<file path="config.mk">
export PLATFORM = sky130hd
export DESIGN_NAME = axi_stream_rx_buffer
export DESIGN_NICKNAME = d
export VERILOG_FILES = /design/src/rtl/axi_stream_defs.sv /design/src/rtl/axi_stream_sync_fifo.sv /design/src/rtl/axi_stream_rx_buffer.sv
export SDC_FILE = /design/constraint.sdc
export NUM_CORES = 1
export LEC_CHECK = 0
export ABC_AREA = 1
export BUFFER_PORTS_ARGS = -buffer_cell sky130_fd_sc_hd__buf_2
export CORE_UTILIZATION = 35
export DETAILED_ROUTE_END_ITERATION = 12
export PLACE_DENSITY_LB_ADDON = 0.08
export SYNTH_ARGS = -nofsm -noshare
export SYNTH_HDL_FRONTEND = slang
export SYNTH_SLANG_ARGS = --single-unit
</file>
<file path="constraint.sdc">
create_clock -name clk -period 3.8 [get_ports clk]
set_input_delay 0.57 -clock clk [delete_from_list [all_inputs] [get_ports clk]]
set_output_delay 0.57 -clock clk [all_outputs]
set_load 0.02 [all_outputs]
</file>
<file path="src/rtl/axi_stream_defs.sv">
// Shared definitions for the AXI4-Stream receive path: beat layout helpers and byte popcount.
package axi_stream_defs;

  // Widest TKEEP the popcount helper supports.
  localparam int unsigned keep_max = 64;

  // Packed beat layout is {tlast, tkeep, tdata}; total width in bits.
  function automatic int unsigned beat_width(input int unsigned byte_width);
    return 8 * byte_width + byte_width + 1;
  endfunction

  // Count set TKEEP bits among the low byte_width positions.
  function automatic logic [6:0] popcount(input logic [keep_max-1:0] keep,
                                          input int unsigned byte_width);
    logic [6:0] cnt;
    cnt = 7'd0;
    for (int i = 0; i < int'(keep_max); i++) begin
      if (i < int'(byte_width)) begin
        cnt = cnt + 7'(keep[i]);
      end
    end
    return cnt;
  endfunction

endpackage

</file>
<file path="src/rtl/axi_stream_sync_fifo.sv">
// Synchronous show-ahead FIFO with wrap-bit pointers and occupancy output.
module axi_stream_sync_fifo #(
  parameter int unsigned width      = 37,
  parameter int unsigned depth_log2 = 4
) (
  input  logic                  clk,
  input  logic                  resetn,
  input  logic                  wr_en,
  input  logic [width-1:0]      wr_data,
  input  logic                  rd_en,
  output logic [width-1:0]      rd_data,
  output logic                  full,
  output logic                  empty,
  output logic [depth_log2:0]   level
);

  localparam int unsigned depth = 2 ** depth_log2;
  localparam int unsigned ptr_w = depth_log2 + 1;

  logic [width-1:0] mem_q [depth];
  logic [ptr_w-1:0] wr_ptr_q, wr_ptr_d;
  logic [ptr_w-1:0] rd_ptr_q, rd_ptr_d;
  logic             push, pop;

  assign empty   = (wr_ptr_q == rd_ptr_q);
  assign full    = (wr_ptr_q[depth_log2] != rd_ptr_q[depth_log2]) &&
                   (wr_ptr_q[depth_log2-1:0] == rd_ptr_q[depth_log2-1:0]);
  assign level   = wr_ptr_q - rd_ptr_q;
  assign push    = wr_en && !full;
  assign pop     = rd_en && !empty;
  assign rd_data = mem_q[rd_ptr_q[depth_log2-1:0]];

  // Pointer advance on accepted push/pop.
  always_comb begin
    wr_ptr_d = wr_ptr_q;
    rd_ptr_d = rd_ptr_q;
    if (push) wr_ptr_d = wr_ptr_q + ptr_w'(1);
    if (pop)  rd_ptr_d = rd_ptr_q + ptr_w'(1);
  end

  // Pointer registers.
  always_ff @(posedge clk or negedge resetn) begin
    if (!resetn) begin
      wr_ptr_q <= '0;
      rd_ptr_q <= '0;
    end else begin
      wr_ptr_q <= wr_ptr_d;
      rd_ptr_q <= rd_ptr_d;
    end
  end

  // Storage write; contents need no reset since empty gates visibility.
  always_ff @(posedge clk) begin
    if (push) mem_q[wr_ptr_q[depth_log2-1:0]] <= wr_data;
  end

endmodule

</file>
<file path="src/rtl/axi_stream_rx_buffer.sv">
// AXI4-Stream receiver: buffers beats in a FIFO, tracks packet byte length and count.
// Optional upstream handshake checker enabled by defining AXIS_RX_PROTO_CHECK_EN.
module axi_stream_rx_buffer
  import axi_stream_defs::*;
#(
  parameter int unsigned byte_width = 4,
  parameter int unsigned depth_log2 = 4,
  parameter int unsigned len_width  = 16,
  parameter int unsigned cnt_width  = 16
) (
  input  logic                    clk,
  input  logic                    resetn,
  input  logic                    s_tvalid,
  output logic                    s_tready,
  input  logic [8*byte_width-1:0] s_tdata,
  input  logic [byte_width-1:0]   s_tkeep,
  input  logic                    s_tlast,
  output logic                    rd_valid,
  input  logic                    rd_en,
  output logic [8*byte_width-1:0] rd_data,
  output logic [byte_width-1:0]   rd_keep,
  output logic                    rd_last,
  output logic [depth_log2:0]     level,
  output logic                    pkt_done,
  output logic [len_width-1:0]    pkt_len,
  output logic [cnt_width-1:0]    pkt_count,
  output logic                    proto_err
);

  localparam int unsigned data_w = 8 * byte_width;
  localparam int unsigned beat_w = beat_width(byte_width);

  logic                 ready_en_q, ready_en_d;
  logic [len_width-1:0] acc_q, acc_d;
  logic [len_width-1:0] pkt_len_q, pkt_len_d;
  logic [cnt_width-1:0] pkt_count_q, pkt_count_d;
  logic                 pkt_done_q, pkt_done_d;
  logic [beat_w-1:0]    wr_beat, rd_beat;
  logic                 fifo_full, fifo_empty, accept;
  logic [len_width:0]   acc_sum;
  logic [len_width-1:0] acc_next;

  assign wr_beat  = {s_tlast, s_tkeep, s_tdata};
  assign s_tready = ready_en_q && !fifo_full;
  assign accept   = s_tvalid && s_tready;

  axi_stream_sync_fifo #(
    .width      (beat_w),
    .depth_log2 (depth_log2)
  ) u_fifo (
    .clk     (clk),
    .resetn  (resetn),
    .wr_en   (accept),
    .wr_data (wr_beat),
    .rd_en   (rd_en),
    .rd_data (rd_beat),
    .full    (fifo_full),
    .empty   (fifo_empty),
    .level   (level)
  );

  assign rd_valid  = !fifo_empty;
  assign rd_data   = rd_beat[data_w-1:0];
  assign rd_keep   = rd_beat[data_w +: byte_width];
  assign rd_last   = rd_beat[beat_w-1];
  assign pkt_done  = pkt_done_q;
  assign pkt_len   = pkt_len_q;
  assign pkt_count = pkt_count_q;

  // Saturating byte accumulation for the current beat.
  always_comb begin
    acc_sum  = {1'b0, acc_q} + (len_width+1)'(popcount(keep_max'(s_tkeep), byte_width));
    acc_next = acc_sum[len_width] ? '1 : acc_sum[len_width-1:0];
  end

  // Ready sequencing and packet accounting next-state.
  always_comb begin
    ready_en_d  = 1'b1;
    acc_d       = acc_q;
    pkt_len_d   = pkt_len_q;
    pkt_count_d = pkt_count_q;
    pkt_done_d  = 1'b0;
    if (accept) begin
      if (s_tlast) begin
        pkt_len_d   = acc_next;
        pkt_done_d  = 1'b1;
        pkt_count_d = pkt_count_q + cnt_width'(1);
        acc_d       = '0;
      end else begin
        acc_d = acc_next;
      end
    end
  end

  // Accounting registers.
  always_ff @(posedge clk or negedge resetn) begin
    if (!resetn) begin
      ready_en_q  <= 1'b0;
      acc_q       <= '0;
      pkt_len_q   <= '0;
      pkt_count_q <= '0;
      pkt_done_q  <= 1'b0;
    end else begin
      ready_en_q  <= ready_en_d;
      acc_q       <= acc_d;
      pkt_len_q   <= pkt_len_d;
      pkt_count_q <= pkt_count_d;
      pkt_done_q  <= pkt_done_d;
    end
  end

`ifdef AXIS_RX_PROTO_CHECK_EN
  logic              prev_stall_q, prev_stall_d;
  logic [beat_w-1:0] prev_beat_q, prev_beat_d;
  logic              proto_err_q, proto_err_d;

  // A stalled beat must stay valid and unchanged until accepted.
  always_comb begin
    prev_stall_d = s_tvalid && !s_tready;
    prev_beat_d  = wr_beat;
    proto_err_d  = proto_err_q;
    if (prev_stall_q && (!s_tvalid || (wr_beat != prev_beat_q))) begin
      proto_err_d = 1'b1;
    end
  end

  // Checker registers; error is sticky until reset.
  always_ff @(posedge clk or negedge resetn) begin
    if (!resetn) begin
      prev_stall_q <= 1'b0;
      prev_beat_q  <= '0;
      proto_err_q  <= 1'b0;
    end else begin
      prev_stall_q <= prev_stall_d;
      prev_beat_q  <= prev_beat_d;
      proto_err_q  <= proto_err_d;
    end
  end

  assign proto_err = proto_err_q;
`else
  assign proto_err = 1'b0;
`endif

endmodule

</file>
==> out/summary.log, run 1 <==
[final_layout] commonest cells after routing, fill and taps aside edfxtp_1, nor2_1, o21ai_0
[place] number of buffer cells added on primary ports 117
[clock_network] number of gates resized after cts 0
[global_route] wire length of the first global-routing pass 110.9 mm
[clock_network] source-to-sink clock delay at the later pin of the worst-skew pair 610 ps
[final_layout] share of layout cells above drive strength 1 12.81%
[power_and_ir_drop] Static Leakage 10.66 nW
[synthesis] count of warnings emitted by yosys 0
[power_and_ir_drop] switching power as a share of total power 37.69%
[synthesis] number of standard cells after synthesis 2183
[power_and_ir_drop] Sequential Power Share 36.8%
[clock_network] clock transition at the registers of the reported paths 50 ps
[detailed_routing] DR vias/cell 5.147
[clock_network] CTS Buffer Depth 3
[sta] upper clock frequency limit 293.3 MHz
[synthesis] Adder-Cell Fraction of Synth Area 0.8166%
[power_and_ir_drop] combinational power share 33.9%
[worst_hold_path] hold-critical path depth 3
[detailed_routing] met2 layer wire length in the routed design 34.27 mm
[critical_path] critical setup path kind reg -> out
[final_layout] Area Growth Syn to Fin 15.26%
[final_layout] Layout Cells excl Fill 3326
[floorplanning] die height 278.0 um
[sta] worst relative slew slack 41.23%
[power_and_ir_drop] Sw Pwr 8.774 mW
[detailed_routing] count of unresolved DRC violations after routing 0
[critical_path] arrival time at the worst endpoint 2840 ps
[floorplanning] die boundary width 278.0 um
[critical_path] slowest stage delay, CP 540 ps
[critical_path] critical path's top delay family buffers and inverters
[synthesis] XOR/XNOR share of the synthesized area 0.6852%
[detailed_routing] drt wl/cell 22.02 um
[clock_network] clock tree from TritonCTS yes
[global_route] global routing usage summed across all routing layers 19.14%
[critical_path] instance count on the critical path 9
[place] Post-DP Area 28420 sq um
[synthesis] flip-flop and latch count after synthesis 652
[clock_network] cell at the root of the clock tree clkbuf_16
[global_route] vias in the first global route 17070
[power_and_ir_drop] maximum resistive drop on vdd 0.5214 mV
[detailed_routing] router iterations before antenna repair 5
[final_layout] most common cell after layout, fill and taps aside edfxtp_1
[sta] clock tree skew after final layout 22.14 ps
[clock_network] # Post-CTS Setup Buffers 0
[detailed_routing] routed metal-1 wirelength 34.08 mm
[place] total half-perimeter wirelength after legalization and detailed placement 37.41 mm
[power_and_ir_drop] Pwr Density 757.6 nW/um^2
[detailed_routing] max layer used met5
[floorplanning] Die ar. 77280 sq um
[synthesis] Syn Area/Cell 12.21 sq um
[sta] count of final setup violators 0
[clock_network] Post-CTS Hold Fix Bufs 1
[synthesis] syn_nets 2239
[detailed_routing] via count 17120
[synthesis] multiplexer fraction of the synthesized cell area 0%
[sta] transition at the pin with the smallest max-transition slack 881.5 ps
[synthesis] simple logic cell fraction of the synthesized area 12.62%
[sta] final cycle utilization of the critical path 89.71%
[critical_path] logic depth of the worst register-to-register path 10
[power_and_ir_drop] clock network fraction of design power 29.3%
[place] number of placed instances, taps included 3189
[clock_network] total clock buffers created by CTS 74
[final_layout] finished layout cell area 30730 sq um
[power_and_ir_drop] total power of the final layout 23.28 mW
[floorplanning] IO Count 119
[synthesis] complex-gate fraction of the synthesized area 10.21%
[critical_path] endpoint required time on the critical path 3230 ps
[critical_path] Slowest cell on crit path dfrtp_4
[synthesis] sequential cell area fraction in the yosys report 72.31%
[clock_network] Clock H-tree levels 3
[global_route] grt total ovfl 0
[power_and_ir_drop] internal cell power 14.51 mW
[critical_path] most numerous cell on the critical path nor2_1
[final_layout] Antenna diodes 0
[sta] setup repair after global routing missed its margin false
[sta] Min Hold Slack 220.1 ps
[worst_hold_path] worst hold path type in -> reg
[global_route] pin count of the biggest net entering global routing 145
[global_route] antenna violations before repair 5
[clock_network] total clock sinks 652
[final_layout] nets@finish 2353
[critical_path] CP endpoint kind output port
[detailed_routing] wire length after detailed routing 73.25 mm
[critical_path] count of buffer and inverter cells on the critical path 3
[place] global placement routability congestion 0.7857
[detailed_routing] wire length on met3 3.434 mm
[sta] Slew Limit Fails 0
[sta] Final Hold Vio Count 0
[critical_path] peak fanout along the critical path 65
[synthesis] Mapped Area 26660 sq um
[floorplanning] initial core utilization 35.57%
[detailed_routing] number of DRC violations after detailed-routing iteration 0 1247
[critical_path] kind of start point of the critical path flop
[sta] setup_tns 0 ps
[critical_path] critical path, cell by cell inv_8, buf_4, nor2_1, nor2_1, o21ai_0, o211ai_1, nand3_1, nand2_1, buf_2
[job] reported max-cap violation count 0
[detailed_routing] antenna-violating nets left 0
[sta] shortest clock period the worst path allows after layout 3409 ps
[floorplanning] row cnt 100
[synthesis] post-synthesis cell type count 34
[synthesis] main combinational cell family by area after synthesis simple AND/OR/NAND/NOR gates
[run_status] outcome complete, no violations
[floorplanning] Core Region 74950 sq um
-- per-layer routing --
layer / GRT usage (%) / up-vias
met1: 26.97 / 8575
li1: - / 8052
met4: 4.746 / 4
met3: 3.333 / 97
met2: 30.63 / 390
met5: 0 / -
-- through the flow --
| stage | setup slack (ps) | util (%) |
|---|---|---|
| 2_1_floorplan | -219.9 | - |
| 3_3_place_gp | 518.0 | 37.92 |
| 3_5_place_dp | 552.4 | 37.92 |
| 4_1_cts | 319.5 | 41.00 |
| 5_1_grt | 96.77 | 41.00 |
| 6_report | 390.9 | 41.00 |
-- power by group through the flow --
stage	logic [mW]	clock network [mW]	registers [mW]
2_1_floorplan	5.26	0	8.67
3_3_place_gp	8.03	0	8.70
3_5_place_dp	8.05	0	8.71
4_1_cts	8.08	7.00	8.57
5_1_grt	8.82	7.26	8.61
6_report	7.89	6.82	8.57
-- registers in the layout (all words and copies together), names as in the netlist --
signal and count:
pkt_len 16, u_fifo.rd_ptr_q 5, ready_en_q 1, u_fifo.mem_q 592
acc_q 16, pkt_count 16, pkt_done 1, u_fifo.wr_ptr_q 5
-- cell type report --
| cell class | instances | area (sq um) |
|---|---|---|
| Inverter | 49 | 192.7 |
| Sequential cell | 652 | 19290 |
| Fill cell | 7035 | 44220 |
| Clock buffer | 96 | 1976 |
| Multi-Input combinational cell | 1349 | 6616 |
| Timing Repair Buffer | 171 | 1119 |
| Tap cell | 969 | 1212 |
| Clock inverter | 40 | 321.6 |
-- cell families after synthesis --
kind of cell,count (synthesis)
AND/OR/NAND/NOR,843
adder cells (fa/ha/maj),15
XOR/XNOR,20
other,2
flip-flops,652
buffers and inverters,182
AO/OA/AOI/OAI,469
-- worst min-delay path, cell delays in order --
cell and delay [ps]:
buf_2 100, nand3_1 70, nand2_1 50
-- cells in the mapped netlist --
cell | instances | area (sq um)
a211oi_1 | 1 | 7.510
a21boi_0 | 1 | 7.510
a21oi_1 | 2 | 10.01
buf_1 | 15 | 56.30
buf_12 | 1 | 20.02
buf_2 | 39 | 195.2
buf_4 | 9 | 67.56
buf_6 | 13 | 146.4
clkbuf_1 | 56 | 210.2
conb_1 | 2 | 7.510
dfrtp_1 | 60 | 1501
edfxtp_1 | 592 | 17780
fa_1 | 4 | 80.08
ha_1 | 11 | 137.6
inv_1 | 46 | 172.7
inv_2 | 2 | 7.510
inv_6 | 1 | 8.760
nand2_1 | 224 | 840.8
nand2_2 | 1 | 6.260
nand3_1 | 113 | 565.5
nand3_2 | 1 | 10.01
nand4_1 | 6 | 37.54
nand4_2 | 2 | 25.02
nor2_1 | 489 | 1836
nor2_4 | 1 | 11.26
nor3_1 | 3 | 15.01
o211ai_1 | 148 | 1111
o21ai_0 | 225 | 1126
o21ai_1 | 92 | 460.4
or2_0 | 2 | 12.51
or2_2 | 1 | 6.260
xnor2_1 | 3 | 26.28
xor2_1 | 16 | 140.1
xor2_2 | 1 | 16.27
-- path summary, 6_finish.rpt --
path	to	from	slack [ps]
min in group asynchronous	pkt_count[9]$_DFFE_PN0P_	resetn	370
setup / recovery	rd_data[16]	u_fifo.rd_ptr_q[0]$_DFFE_PN0P_	390
hold / removal	u_fifo.rd_ptr_q[4]$_DFFE_PN0P_	rd_en	220
max in group asynchronous	u_fifo.rd_ptr_q[1]$_DFFE_PN0P_	resetn	2410
hold reg to reg	pkt_len[6]$_DFFE_PN0P_	pkt_len[6]$_DFFE_PN0P_	480
setup reg to reg	u_fifo.mem_q[5][21]$_DFFE_PP_	u_fifo.rd_ptr_q[2]$_DFFE_PN0P_	820
Power figures use the tool's default switching activity.
==> run 2: changes to the inputs <==
PLACE_DENSITY = 0.55   (was unset)
PLACE_DENSITY_LB_ADDON = unset   (was 0.08)
==> run 2 against run 1 <==
  * Clock power up 1%
  * Core utilization up 0.072 points
  * Combinational power down 2%
  * Hold slack worse by 210 ps
  * Clock-buffer cell count down 2
  * Via count up 0.12%
  * First-iteration DRC count down 0.80%
  * Routed wire length down 7.7%
  * Largest power group unchanged
  * Power down 0.52%
  * Clock skew down 4.5 ps
==> out/summary.log, run 2 (same netlist as run 1, synthesis figures left out) <==
[global_route] global routing usage summed across all routing layers 17.51%
[clock_network] CTS Buffer Depth 3
[clock_network] Post-CTS Hold Fix Bufs 0
[run_status] outcome complete, no violations
[detailed_routing] DR vias/cell 5.162
[critical_path] critical setup path kind reg -> out
[sta] Final Hold Vio Count 0
[sta] final cycle utilization of the critical path 94.12%
[floorplanning] row cnt 100
[final_layout] commonest cells after routing, fill and taps aside edfxtp_1, nor2_1, o21ai_0
[clock_network] total clock buffers created by CTS 74
[sta] upper clock frequency limit 279.6 MHz
[place] number of buffer cells added on primary ports 117
[final_layout] max reg flops 592
[power_and_ir_drop] Static Leakage 10.66 nW
[detailed_routing] wire length after detailed routing 67.64 mm
[power_and_ir_drop] Pwr Density 752.3 nW/um^2
[clock_network] clock transition at the registers of the reported paths 60 ps
[sta] count of final setup violators 0
[detailed_routing] router iterations before antenna repair 5
[floorplanning] die height 278.0 um
[clock_network] number of gates resized after cts 0
[critical_path] critical path's top delay family buffers and inverters
[critical_path] Slowest cell on crit path buf_4
[power_and_ir_drop] maximum resistive drop on vdd 0.7555 mV
[place] global placement routability congestion 0.8385
[clock_network] cell at the root of the clock tree clkbuf_16
[critical_path] Reg2Reg Capture Point u_fifo.mem_q[6][27]$_DFFE_PP_
[critical_path] logic depth of the worst register-to-register path 9
[floorplanning] Die ar. 77280 sq um
[final_layout] most common cell after layout, fill and taps aside edfxtp_1
[job] reported max-cap violation count 0
[sta] transition at the pin with the smallest max-transition slack 861.6 ps
[sta] worst relative slew slack 42.56%
[final_layout] core utilization of the finished layout 41.07%
[critical_path] slowest stage delay, CP 650 ps
[global_route] grt total ovfl 0
[final_layout] Area Growth Syn to Fin 15.46%
[global_route] antenna violations before repair 5
[sta] min setup slack post-route 223.5 ps
[clock_network] Clock H-tree levels 3
[sta] Slew Limit Fails 0
[final_layout] nets@finish 2348
[floorplanning] die boundary width 278.0 um
[critical_path] count of buffer and inverter cells on the critical path 4
[place] total half-perimeter wirelength after legalization and detailed placement 35.22 mm
[clock_network] source-to-sink clock delay at the later pin of the worst-skew pair 620 ps
[critical_path] source of the worst register-to-register timing path u_fifo.rd_ptr_q[0]$_DFFE_PN0P_
[critical_path] reg2reg setup slack 970 ps
[clock_network] # Post-CTS Setup Buffers 0
[detailed_routing] drt wl/cell 20.37 um
[critical_path] most numerous cell on the critical path buf_4
[final_layout] share of layout cells above drive strength 1 12.73%
[critical_path] critical path, cell by cell clkinv_2, buf_4, buf_4, o211ai_1, nand3_1, nand2_1, buf_2
[sta] Min Hold Slack 5.664 ps
[worst_hold_path] worst hold path type in -> async
[global_route] pin count of the biggest net entering global routing 177
[place] Worst Setup Slack post-DPL 579.1 ps
[floorplanning] IO Count 119
[sta] shortest clock period the worst path allows after layout 3576 ps
[power_and_ir_drop] total power of the final layout 23.16 mW
[final_layout] fill cell instance count of the final layout 6947
[global_route] wire length of the first global-routing pass 103.0 mm
[detailed_routing] count of unresolved DRC violations after routing 0
[critical_path] endpoint required time on the critical path 3230 ps
[floorplanning] initial core utilization 35.57%
[sta] setup repair after global routing missed its margin false
[global_route] vias in the first global route 16890
[critical_path] peak fanout along the critical path 40
[detailed_routing] number of DRC violations after detailed-routing iteration 0 1237
[final_layout] flip-flop and latch area 19290 sq um
[sta] clock tree skew after final layout 17.66 ps
[detailed_routing] antenna-violating nets left 0
[clock_network] clock tree from TritonCTS yes
[floorplanning] Core Region 74950 sq um
[critical_path] CP endpoint kind output port
[critical_path] kind of start point of the critical path flop
[critical_path] arrival time at the worst endpoint 3010 ps
[detailed_routing] via count 17140
[final_layout] combined area of the multi-input logic cells 6616 sq um
[clock_network] total clock sinks 652
## run 2: power breakdown
| group | switching, mW | total (mW) | internal [mW] |
|---|---|---|---|
| combinational | 5.51 | 7.74 | 2.23 |
| sequential | 0.224 | 8.52 | 8.29 |
| clock | 2.89 | 6.90 | 4.01 |
## run 2: metrics by stage
step                std cells  instance area, sq um  TNS [ps]
floorplan                2183                 26680    -65090
global placement         3185                 28430         0
detailed placement       3185                 28430         0
CTS                      3317                 30770         0
global route             3317                 30770         0
finish                   3320                 30780         0
## run 2: area by class of cell
cell class	count	area share, %
Timing Repair Buffer	166	3.626
Tap cell	969	3.939
Antenna cell	3	0.02439
Sequential cell	652	62.67
Clock buffer	94	6.329
Multi-Input combinational cell	1349	21.49
Inverter	49	0.6260
Clock inverter	38	1.293
## run 2: how the worst max path moves through the flow
stage / start / endpoint / cells after the start
after floorplan: u_fifo.rd_ptr_q[1]$_DFFE_PN0P_ / u_fifo.mem_q[0][0]$_DFFE_PP_ / 13
after global placement: s_tkeep[0] / pkt_len[2]$_DFFE_PN0P_ / 12
after detailed placement: s_tkeep[0] / pkt_len[2]$_DFFE_PN0P_ / 12
after CTS: u_fifo.rd_ptr_q[2]$_DFFE_PN0P_ / rd_last / 7
after global routing: u_fifo.rd_ptr_q[2]$_DFFE_PN0P_ / rd_last / 7
final: u_fifo.rd_ptr_q[2]$_DFFE_PN0P_ / rd_last / 7
## run 2: metal layers
layer	track usage, %	vias to the layer above	part of all wire, %
li1	-	8044	-
met1	23.91	8558	45
met2	28.52	434	47
met3	3.366	99	6.3
met4	4.732	4	2.1
met5	0	-	0.033
==> run 3: changes to the inputs <==
CORE_UTILIZATION = 55   (was 35)
PLACE_DENSITY = 0.78   (was 0.55)
==> run 3 against run 2 <==
  * Via count up 3.2%
  * Cell count down 11%
  * Die area fell by 36%
  * Largest power group unchanged
  * Core utilization grew 22 points
  * Highest routed layer unchanged
  * Maximum frequency is 1.7% higher
  * Design area down 2.0%
  * Flip-flop and latch count unchanged
  * Setup slack better by 61 ps
  * First-iteration DRC count increased by 64%
  * Clock power down 5.2%
  * Clock skew is 5.2 ps lower
==> out/summary.log, run 3 (same netlist as run 1, synthesis figures left out) <==
[run_status] outcome complete, no violations
[clock_network] total clock sinks 652
[sta] final cycle utilization of the critical path 92.51%
[worst_hold_path] worst hold path type in -> async
[clock_network] cell at the root of the clock tree clkbuf_16
[detailed_routing] via count 17680
[clock_network] source-to-sink clock delay at the later pin of the worst-skew pair 580 ps
[final_layout] share of layout cells above drive strength 1 12.38%
[sta] upper clock frequency limit 284.5 MHz
[floorplanning] IO Count 119
[final_layout] nets@finish 2333
[critical_path] arrival time at the worst endpoint 2950 ps
[place] number of placed instances, taps included 2824
[critical_path] critical setup path kind reg -> out
[global_route] vias in the first global route 17490
[power_and_ir_drop] Static Leakage 10.56 nW
[floorplanning] die height 222.2 um
[detailed_routing] number of DRC violations after detailed-routing iteration 0 2034
[sta] Final Hold Vio Count 0
[global_route] pin count of the biggest net entering global routing 194
[global_route] global routing usage summed across all routing layers 25.25%
[clock_network] clock tree from TritonCTS yes
[detailed_routing] router iterations before antenna repair 5
[floorplanning] row cnt 80
[clock_network] total clock buffers created by CTS 66
[sta] transition at the pin with the smallest max-transition slack 1149 ps
[final_layout] Area Growth Syn to Fin 13.11%
[final_layout] most common cell after layout, fill and taps aside edfxtp_1
[final_layout] fill cell instance count of the final layout 3381
[critical_path] endpoint required time on the critical path 3230 ps
[sta] Slew Limit Fails 0
[floorplanning] Core Region 47750 sq um
[final_layout] combined area of the multi-input logic cells 6616 sq um
[final_layout] Layout Cells excl Fill 2944
[place] global placement routability congestion 0.8935
[place] Worst Setup Slack post-DPL 573.3 ps
[detailed_routing] DR vias/cell 6.005
[detailed_routing] wire length after detailed routing 61.74 mm
[critical_path] peak fanout along the critical path 113
[sta] worst relative slew slack 23.41%
[sta] min setup slack post-route 284.8 ps
[global_route] wire length of the first global-routing pass 96.28 mm
[global_route] grt total ovfl 0
[place] number of buffer cells added on primary ports 117
[sta] clock tree skew after final layout 12.47 ps
[sta] count of final setup violators 0
[critical_path] CP endpoint kind output port
[final_layout] max reg flops 592
[floorplanning] initial core utilization 55.84%
[clock_network] Clock H-tree levels 3
[clock_network] # Post-CTS Setup Buffers 0
[final_layout] flip-flop and latch area 19290 sq um
[floorplanning] die boundary width 222.2 um
[clock_network] number of gates resized after cts 0
[detailed_routing] drt wl/cell 20.97 um
[floorplanning] Die ar. 49360 sq um
[power_and_ir_drop] Pwr Density 753.0 nW/um^2
[clock_network] CTS Buffer Depth 3
[clock_network] clock transition at the registers of the reported paths 60 ps
[final_layout] commonest cells after routing, fill and taps aside edfxtp_1, nor2_1, o21ai_0
[global_route] antenna violations before repair 3
[place] total half-perimeter wirelength after legalization and detailed placement 31.78 mm
[detailed_routing] count of unresolved DRC violations after routing 0
[job] reported max-cap violation count 0
[power_and_ir_drop] maximum resistive drop on vdd 0.7414 mV
[critical_path] kind of start point of the critical path flop
[clock_network] Post-CTS Hold Fix Bufs 0
[sta] setup_tns 0 ps
[sta] setup repair after global routing missed its margin false
[detailed_routing] antenna-violating nets left 0
[sta] shortest clock period the worst path allows after layout 3515 ps
[run 3: changes by cell type in the layout (fill, tap and decap cells not counted), sizes merged]
cell    change
inv         -2
clkbuf     -11
diode       -1
clkinv      -4
buf         -7
bufinv      +3
[run 3: metal layers]
metal / global-route usage, % / part of all wire, % / vias up
met5: 0 / 0.016 / -
met4: 9.095 / 2.6 / 2
met3: 4.651 / 9.0 / 117
met2: 40.40 / 48 / 887
met1: 34.86 / 41 / 8667
li1: - / - / 8006
[run 3: power by group]
part	internal (mW)	leakage (nW)	switching, mW
Clock	3.92	1.07	2.61
Combinational	2.21	3.36	5.45
Sequential	8.29	6.13	0.222
Total	14.4	10.6	8.29
[run 3: layout make-up]
cell class,count,area share (%)
Antenna cell,2,0.01660
Clock inverter,35,1.282
Multi-Input combinational cell,1349,21.94
Timing Repair Buffer,159,3.610
Clock buffer,83,6.000
Inverter,49,0.6348
Tap cell,615,2.552
Sequential cell,652,63.96
[run 3: worst paths after layout]
check | from | endpoint | slack, ps | cells past startpoint
worst max-delay path | u_fifo.rd_ptr_q[0]$_DFFE_PN0P_ | rd_keep[1] | 280 | 6
worst min-delay path | resetn | pkt_len[1]$_DFFE_PN0P_ | 130 | 1
worst max register to register | u_fifo.rd_ptr_q[1]$_DFFE_PN0P_ | u_fifo.mem_q[0][20]$_DFFE_PP_ | 830 | 10
worst min register to register | pkt_len[15]$_DFFE_PN0P_ | pkt_len[15]$_DFFE_PN0P_ | 490 | 2
max in group asynchronous | resetn | acc_q[9]$_DFFE_PN0N_ | 2840 | 2
min in group clk | rd_en | u_fifo.rd_ptr_q[4]$_DFFE_PN0P_ | 270 | 3
[run 3: through the flow]
| step | util, % | total power, mW | cell area, sq um | hold WS [ps] |
|---|---|---|---|---|
| after detailed placement | 58.55 | 16.19 | 27950 | 468.6 |
| after floorplan | - | 13.93 | 26680 | 274.4 |
| final | 63.16 | 22.71 | 30160 | 133.3 |
| after CTS | 63.15 | 22.75 | 30150 | 146.2 |
| after global routing | 63.16 | 23.87 | 30160 | 208.3 |
| after global placement | 58.55 | 15.98 | 27950 | 457.2 |
[run 3: critical path, cell delays in order, from the launching register on]
cell	delay [ps]
dfrtp_4	480
buf_4	830
o21ai_0	290
o211ai_1	280
nand3_1	150
nand2_1	130
buf_2	170
